===== config.mk =====
export PLATFORM = sky130hd
export DESIGN_NAME = vend_dispenser
export DESIGN_NICKNAME = d
export VERILOG_FILES = /design/src/rtl/vend_pkg.sv /design/src/rtl/vend_edge_det.sv /design/src/rtl/vend_dispenser.sv
export SDC_FILE = /design/constraint.sdc
export NUM_CORES = 1
export LEC_CHECK = 0
export CAP_MARGIN = 10
export CORE_AREA = 5 5 42 44
export DETAILED_ROUTE_END_ITERATION = 8
export DIE_AREA = 0 0 47 49
export PLACE_DENSITY_LB_ADDON = 0.08
export SETUP_SLACK_MARGIN = 0.5
export SLEW_MARGIN = 5
export SYNTH_ARGS = -nofsm -noshare
export SYNTH_HDL_FRONTEND = slang
export SYNTH_HIERARCHICAL = 1
export SYNTH_SLANG_ARGS = --single-unit

===== constraint.sdc =====
create_clock -name clk -period 4.15 [get_ports clk]
set_input_delay 1.0375 -clock clk [delete_from_list [all_inputs] [get_ports clk]]
set_output_delay 1.0375 -clock clk [all_outputs]
set_load 0.02 [all_outputs]

===== src/rtl/vend_pkg.sv =====
// Shared types and constants for the vending dispense side.
// Holds the dispenser state enum, timing defaults and I/O polarities.
package vend_pkg;

  typedef enum logic [2:0] {
    S_IDLE      = 3'd0,
    S_SPIN      = 3'd1,
    S_WAIT_DROP = 3'd2,
    S_DONE      = 3'd3,
    S_PAYOUT    = 3'd4,
    S_FAULT     = 3'd5
  } disp_state_t;

  localparam int DEF_MOTOR_CYCLES   = 16;
  localparam int DEF_DROP_TIMEOUT   = 64;
  localparam int DEF_HOPPER_TIMEOUT = 32;

  // Polarities shared with the credit FSM.
  localparam logic CMD_ACTIVE    = 1'b1;
  localparam logic SENSOR_ACTIVE = 1'b1;

  function automatic int max2(input int a, input int b);
    return (a > b) ? a : b;
  endfunction

endpackage


===== src/rtl/vend_edge_det.sv =====
// Registered rising-edge detector, async active-low reset.
// Ports: clk, resetn, x (level in), rise (x high, was low last cycle).
module vend_edge_det (
  input  logic clk,
  input  logic resetn,
  input  logic x,
  output logic rise
);

  logic x_q;
  logic armed;

  // armed masks the first cycle after reset so a level held
  // high through reset is not mistaken for a fresh edge.
  always_ff @(posedge clk or negedge resetn) begin
    if (!resetn) begin
      x_q   <= 1'b0;
      armed <= 1'b0;
    end else begin
      x_q   <= x;
      armed <= 1'b1;
    end
  end

  assign rise = x && !x_q && armed;

endmodule


===== src/rtl/vend_dispenser.sv =====
// Dispense responder: motor, drop wait, received pulse, opt. hopper.
// Ports: clk, resetn, drink, change, drop_sensor, coin_sensor,
//   fault_clr -> motor, hopper, received, busy, fault.
//   Macro VEND_CHANGE_HOPPER_EN compiles in PAYOUT / chg_pend.
module vend_dispenser
  import vend_pkg::*;
#(
  parameter int MOTOR_CYCLES   = DEF_MOTOR_CYCLES,
  parameter int DROP_TIMEOUT   = DEF_DROP_TIMEOUT,
  parameter int HOPPER_TIMEOUT = DEF_HOPPER_TIMEOUT
) (
  input  logic clk,
  input  logic resetn,
  input  logic drink,
  input  logic change,
  input  logic drop_sensor,
  input  logic coin_sensor,
  input  logic fault_clr,
  output logic motor,
  output logic hopper,
  output logic received,
  output logic busy,
  output logic fault
);

`ifdef VEND_CHANGE_HOPPER_EN
  localparam int CNT_MAX =
    max2(max2(MOTOR_CYCLES, DROP_TIMEOUT), HOPPER_TIMEOUT);
`else
  localparam int CNT_MAX = max2(MOTOR_CYCLES, DROP_TIMEOUT);
`endif
  localparam int CW = (CNT_MAX > 1) ? $clog2(CNT_MAX) : 1;

  localparam logic [CW-1:0] MC_LAST = CW'(MOTOR_CYCLES - 1);
  localparam logic [CW-1:0] DT_LAST = CW'(DROP_TIMEOUT - 1);

  disp_state_t state_q, state_d;
  logic [CW-1:0] cnt_q, cnt_d;

  logic drink_rise;
  logic drop_hit;
  logic clr_hit;
  logic pend;

  assign drop_hit = (drop_sensor == SENSOR_ACTIVE);
  assign clr_hit  = (fault_clr == CMD_ACTIVE);

  vend_edge_det u_drink_ed (
    .clk    (clk),
    .resetn (resetn),
    .x      (drink == CMD_ACTIVE),
    .rise   (drink_rise)
  );

`ifdef VEND_CHANGE_HOPPER_EN
  localparam logic [CW-1:0] HT_LAST = CW'(HOPPER_TIMEOUT - 1);

  logic chg_rise;
  logic chg_pend_q, chg_pend_d;
  logic coin_hit;
  logic chg_clr;

  assign coin_hit = (coin_sensor == SENSOR_ACTIVE);

  vend_edge_det u_change_ed (
    .clk    (clk),
    .resetn (resetn),
    .x      (change == CMD_ACTIVE),
    .rise   (chg_rise)
  );

  assign chg_clr =
    (state_q == S_PAYOUT && coin_hit) ||
    (state_q == S_FAULT && clr_hit);

  // A new request beats a same-cycle clear.
  always_comb begin
    chg_pend_d = chg_pend_q;
    if (chg_rise)
      chg_pend_d = 1'b1;
    else if (chg_clr)
      chg_pend_d = 1'b0;
  end

  always_ff @(posedge clk or negedge resetn) begin
    if (!resetn)
      chg_pend_q <= 1'b0;
    else
      chg_pend_q <= chg_pend_d;
  end

  assign pend = chg_pend_q;
`else
  logic unused_in;
  assign unused_in = ^{change, coin_sensor};
  assign pend = 1'b0;
`endif

  always_comb begin
    state_d = state_q;
    unique case (state_q)
      S_IDLE: begin
        if (drink_rise)
          state_d = S_SPIN;
`ifdef VEND_CHANGE_HOPPER_EN
        else if (pend)
          state_d = S_PAYOUT;
`endif
      end
      S_SPIN: begin
        if (drop_hit)
          state_d = S_DONE;
        else if (cnt_q == MC_LAST)
          state_d = S_WAIT_DROP;
      end
      S_WAIT_DROP: begin
        if (drop_hit)
          state_d = S_DONE;
        else if (cnt_q == DT_LAST)
          state_d = S_FAULT;
      end
      S_DONE: begin
        state_d = pend ? S_PAYOUT : S_IDLE;
      end
`ifdef VEND_CHANGE_HOPPER_EN
      S_PAYOUT: begin
        if (coin_hit)
          state_d = S_IDLE;
        else if (cnt_q == HT_LAST)
          state_d = S_FAULT;
      end
`endif
      S_FAULT: begin
        if (clr_hit)
          state_d = S_IDLE;
      end
      default: state_d = S_IDLE;
    endcase
  end

  // Every state entry restarts the count; otherwise saturate.
  always_comb begin
    cnt_d = cnt_q;
    if (state_d != state_q)
      cnt_d = '0;
    else if (cnt_q != '1)
      cnt_d = cnt_q + 1'b1;
  end

  always_ff @(posedge clk or negedge resetn) begin
    if (!resetn) begin
      state_q <= S_IDLE;
      cnt_q   <= '0;
    end else begin
      state_q <= state_d;
      cnt_q   <= cnt_d;
    end
  end

  assign motor    = (state_q == S_SPIN);
  assign received = (state_q == S_DONE);
  assign busy     = (state_q != S_IDLE);
  assign fault    = (state_q == S_FAULT);
`ifdef VEND_CHANGE_HOPPER_EN
  assign hopper   = (state_q == S_PAYOUT);
`else
  assign hopper   = 1'b0;
`endif

endmodule


# --- Word level (Yosys, flattened, before mapping) ---
# Index checks and enable logic that the tools add are counted.
# W data, S select, Z words.
totals:
  word_cells: 28
  out_inout_bits: 5
  in_bits: 7
  register_bits: 11
classes:
  reduce_logical: 6
  add_sub_neg: 1
  eq_ne: 8
  muxes: 9
op_table:
  columns: ["op", "count"]
  rows:
  - ["$mux W3", 6]
  - ["$mux W6", 2]
  - ["$pmux W3 S4", 1]
  - ["$add A6 B1 Y6 const B", 1]
  - ["$eq A3 B2 Y1 const B", 2]
  - ["$eq A6 B4 Y1 const B", 1]
  - ["$eq A6 B6 Y1 const B", 1]
  - ["$ne A6 B6 Y1 const B", 1]
  - ["$eq A3 B1 Y1 const B", 1]
  - ["$eq A3 B3 Y1 const B", 1]
  - ["$logic_not A3 Y1", 1]
  - ["$ne A3 B3 Y1", 1]
  - ["$reduce_bool A3 Y1", 1]
  - ["$logic_and A1 B1 Y1", 2]
  - ["$reduce_bool A2 Y1", 1]
  - ["$logic_not A1 Y1", 1]

# --- Depth between registers and ports, before layout ---
logic_depth:
  word_depth: 7
  mapped_depth: 6
  depth_no_buf: 6

# --- Hierarchy ---
# Netlist, hierarchy kept.
modules_own_cells:
  columns: ["module", "seq_area_each_um2", "cells_each", "n_inst", "area_each_um2"]
  rows:
  - ["vend_dispenser", 225.2, 69, 1, 601.8]
  - ["vend_edge_det", 50.0, 4, 1, 62.6]

# --- Worst setup path after synthesis ---
# OpenSTA, ideal clock, no wires.
synth_path:
  path_kind: "reg-to-output"
  from: "reg state_q[2]"
  to: "out received"
  arrival_time_ns: 1.064
  stages_incl_launch_ff: 3
  t_required_ns: 3.113
  n_path_buf: 1
  path_slack_ns: 2.049
  path_cell_list: "dfrtp_1 -> buf_2 -> nor3b_1"
synth_via:
  elab_chain_len: 1
synth_rtl:
  columns: ["element", "line", "text"]
  rows:
  - ["start, declared", "vend_dispenser.sv:37", "disp_state_t state_q, state_d;"]
  - ["start signal, assigned", "vend_dispenser.sv:155", "state_q <= state_d;"]
  - ["$eq A3 B2 Y1", null, null]
  - ["end, declared", "vend_dispenser.sv:21", "output logic received,"]
# Every way passes these cells.

# --- Final worst setup path ---
layout_path:
  from: "reg state_q[1]"
  to: "out motor"
layout_via:
  elab_chain_len: 1
layout_rtl:
  columns: ["element", "line", "text"]
  rows:
  - ["$eq A3 B1 Y1", "vend_dispenser.sv:160", "assign motor = (state_q == S_SPIN);"]
  - ["end, declared", "vend_dispenser.sv:19", "output logic motor,"]
# Every way passes these cells.

==> qor.txt <==
Multi-input gate area - 367.9 µm²
Synth top area share - 41.43%
CP Capture Type - primary output
Final min period - 2807 ps
outcome - finished clean
DR vias - 557
Fmax - 356.2 MHz
Synth Area in XOR/XNOR - 2.637%
dominant cells by area after synthesis - dfrtp_1 41%, nor2_1 6.8%, nor3b_1 4.5%
die area - 2303 µm²
Util after Layout - 55.18%
Hold-fix buffers, CTS - 0
vias in the first global route - 510
post-synthesis simple-gate area fraction - 31.64%
sequential cell area fraction in the yosys report - 41.43%
largest family of logic cells by synthesized area - simple AND/OR/NAND/NOR gates
post-synthesis cell area - 664.4 µm²
worst-path fanout max - 7
Arr. time, crit path - 1770 ps
reg2reg start - cnt_q[0]$_DFFE_PN0P_
layout cell share with drive strength beyond 1 - 9.756%
GRT overflow - 0
final setup fails - 0
Die Wd - 47 µm
first-pass iteration count of the detailed router - 7
met3 WL post-DR - 90 µm
Fin Setup TNS - 0 ps
Mapped Cells - 73
post-DP HPWL - 929.2 µm
Final Wtd Congestion - 0.7620
root buffer selected by CTS - clkbuf_4
Area Overhead vs Synth - 16.38%
CTS Buffer Depth - 2
CTS tree - yes
Initial Util - 47.41%
Synth Area in Adders - 1.883%
mux contribution to synthesized area - 1.507%
Residual DRC - 0
Max H-tree Level - 1
Max Cap Viol - 0
VDD IR max - 260.6 µV
routed wire length - 1317 µm
n_diodes - 0
clk sink count - 11
die height - 49 µm
syn avg cell area - 9.101 µm²
CP Class - reg2out
clock-pin slew on the worst setup and hold paths - 70 ps
Fillers - 130
RSZ-0062 raised after global routing - false
# rows - 14
Detail Route Antenna Nets - 0
uppermost layer routed - met4
I/O Pins - 12
final period utilization - 67.64%
Post-CTS Resized - 0
Via density - 5.684
compound-gate portion of the synthesized area - 16.57%
I/O Buffers - 8
post-synth top area cell - dfrtp_1
fin nets - 91
TritonCTS buffer count - 3
Reg area - 275.3 µm²
min-delay src - cnt_q[1]$_DFFE_PN0P_
max-slew violations - 0
syn_nets - 81
global-route wire length before repair - 2311 µm
routed len/inst - 13.44 µm
DR WL met2 - 590 µm
postcts setup bufs - 0
clk_skew - 5.638 ps
crit path from - state_q[1]$_DFF_PN0_
flops & latches, synth - 11
M1 WL - 617 µm
startpoint type of the worst setup path - flip-flop
CP Data Required Time - 3110 ps
final hold vios - 0
initial antenna violation count - 0
min-delay worst type - reg2reg
yosys warns - 6
clk_lat worst skew - 270 ps
Leak - 0.0003295 µW
Netlist cell types - 34
Pwr Density - 571.2 nW/µm²
largest net degree at the start of global routing - 14
Hold Slack - 568.3 ps
DRT iter0 DRCs - 20
core area - 1401 µm²
GRT Total Usage - 13.29%
[synth_stat cells (all sizes together)]
library cell	instances
o22ai	1
and3	2
o2111ai	1
and3b	1
o32a	1
nor3b	4
buf	3
o32ai	1
ha	1
a21oi	2
nand3	4
or3	1
xor2	1
o31ai	1
o211ai	1
dfrtp	11
inv	1
o221ai	1
mux2i	1
nand2	5
xnor2	1
nand2b	4
conb	2
nor3	5
o22a	1
nor2	12
o21ai	2
a211o	1
a31oi	1
[layout by cell type (no fill, tap or decap), types with 2 or more instances in the layout]
cell / Yosys / routed
a21oi_1: 2 / 2
clkbuf_4: 0 / 3
clkdlybuf4s50_1: 0 / 8
conb_1: 2 / 2
dfrtp_1: 11 / 11
nand2_1: 5 / 5
nand2b_1: 4 / 4
nand3_1: 3 / 3
nor2_1: 12 / 12
nor3_1: 4 / 4
nor3b_1: 4 / 4
[per-layer routing]
| metal | track usage (%) | up-vias |
|---|---|---|
| met3 | 4.428 | 4 |
| met4 | 4.147 | 0 |
| met5 | 0 | - |
| li1 | - | 281 |
| met1 | 21.27 | 252 |
| met2 | 16.29 | 20 |
[final cells by class]
class,instances,area share [%]
multi-input cells,58,47.57
flip-flops and latches,11,35.60
repair buffers,8,10.36
clock buffers,4,3.398
well taps,16,2.589
inverters,1,0.4854
[power by group]
part / switching, µW / leakage, µW / internal, µW / total [µW]
sequential: 37.9 / 0.000142 / 132 / 170
combinational: 107 / 0.000172 / 91.0 / 198
clock: 36.1 / 0.0000150 / 37.2 / 73.2
[metrics by stage]
stage	power (µW)	std cells	instance area (µm²)	worst slack (ps)
finish	441.7	98	773.2	1343
global route	488.6	98	773.2	1188
CTS	444.3	98	773.2	1345
detailed placement	369.1	94	747.0	1539
global placement	366.0	94	747.0	1564
floorplan	309.9	73	664.4	2049
[final timing paths]
kind / slack (ps) / endpoint / cells past startpoint
hold / removal: 570 / cnt_q[1]$_DFFE_PN0P_ / 2
setup reg to reg: 2300 / cnt_q[2]$_DFFE_PN0P_ / 6
hold reg to reg: 570 / cnt_q[1]$_DFFE_PN0P_ / 2
min in group asynchronous: 1090 / cnt_q[5]$_DFFE_PN0P_ / 1
setup / recovery: 1340 / motor / 4
max in group asynchronous: 2720 / state_q[0]$_DFF_PN0_ / 1
[sequential cells by signal (all words and copies together), names as in the netlist]
name / flops
cnt_q: 6
u_drink_ed/armed: 1
u_drink_ed/x_q: 1
state_q: 3
[critical path, cell delays in order, from the launching register on]
cell             delay [ps]
dfrtp_1                 420
inv_1                   180
nand2_1                 170
nor2_1                  120
clkdlybuf4s50_1         610
[kinds of logic (layout without fill, tap and decap cells)]
kind of cell	after synthesis	after routing
DFF	11	11
buffers and inverters	4	13
AOI/OAI and AO/OA	14	14
xor gates and xnor gates	2	2
other	2	2
and+or+nand+nor	38	38
adders and majority gates	1	1
muxes	1	1
Power figures use the tool's default switching activity.
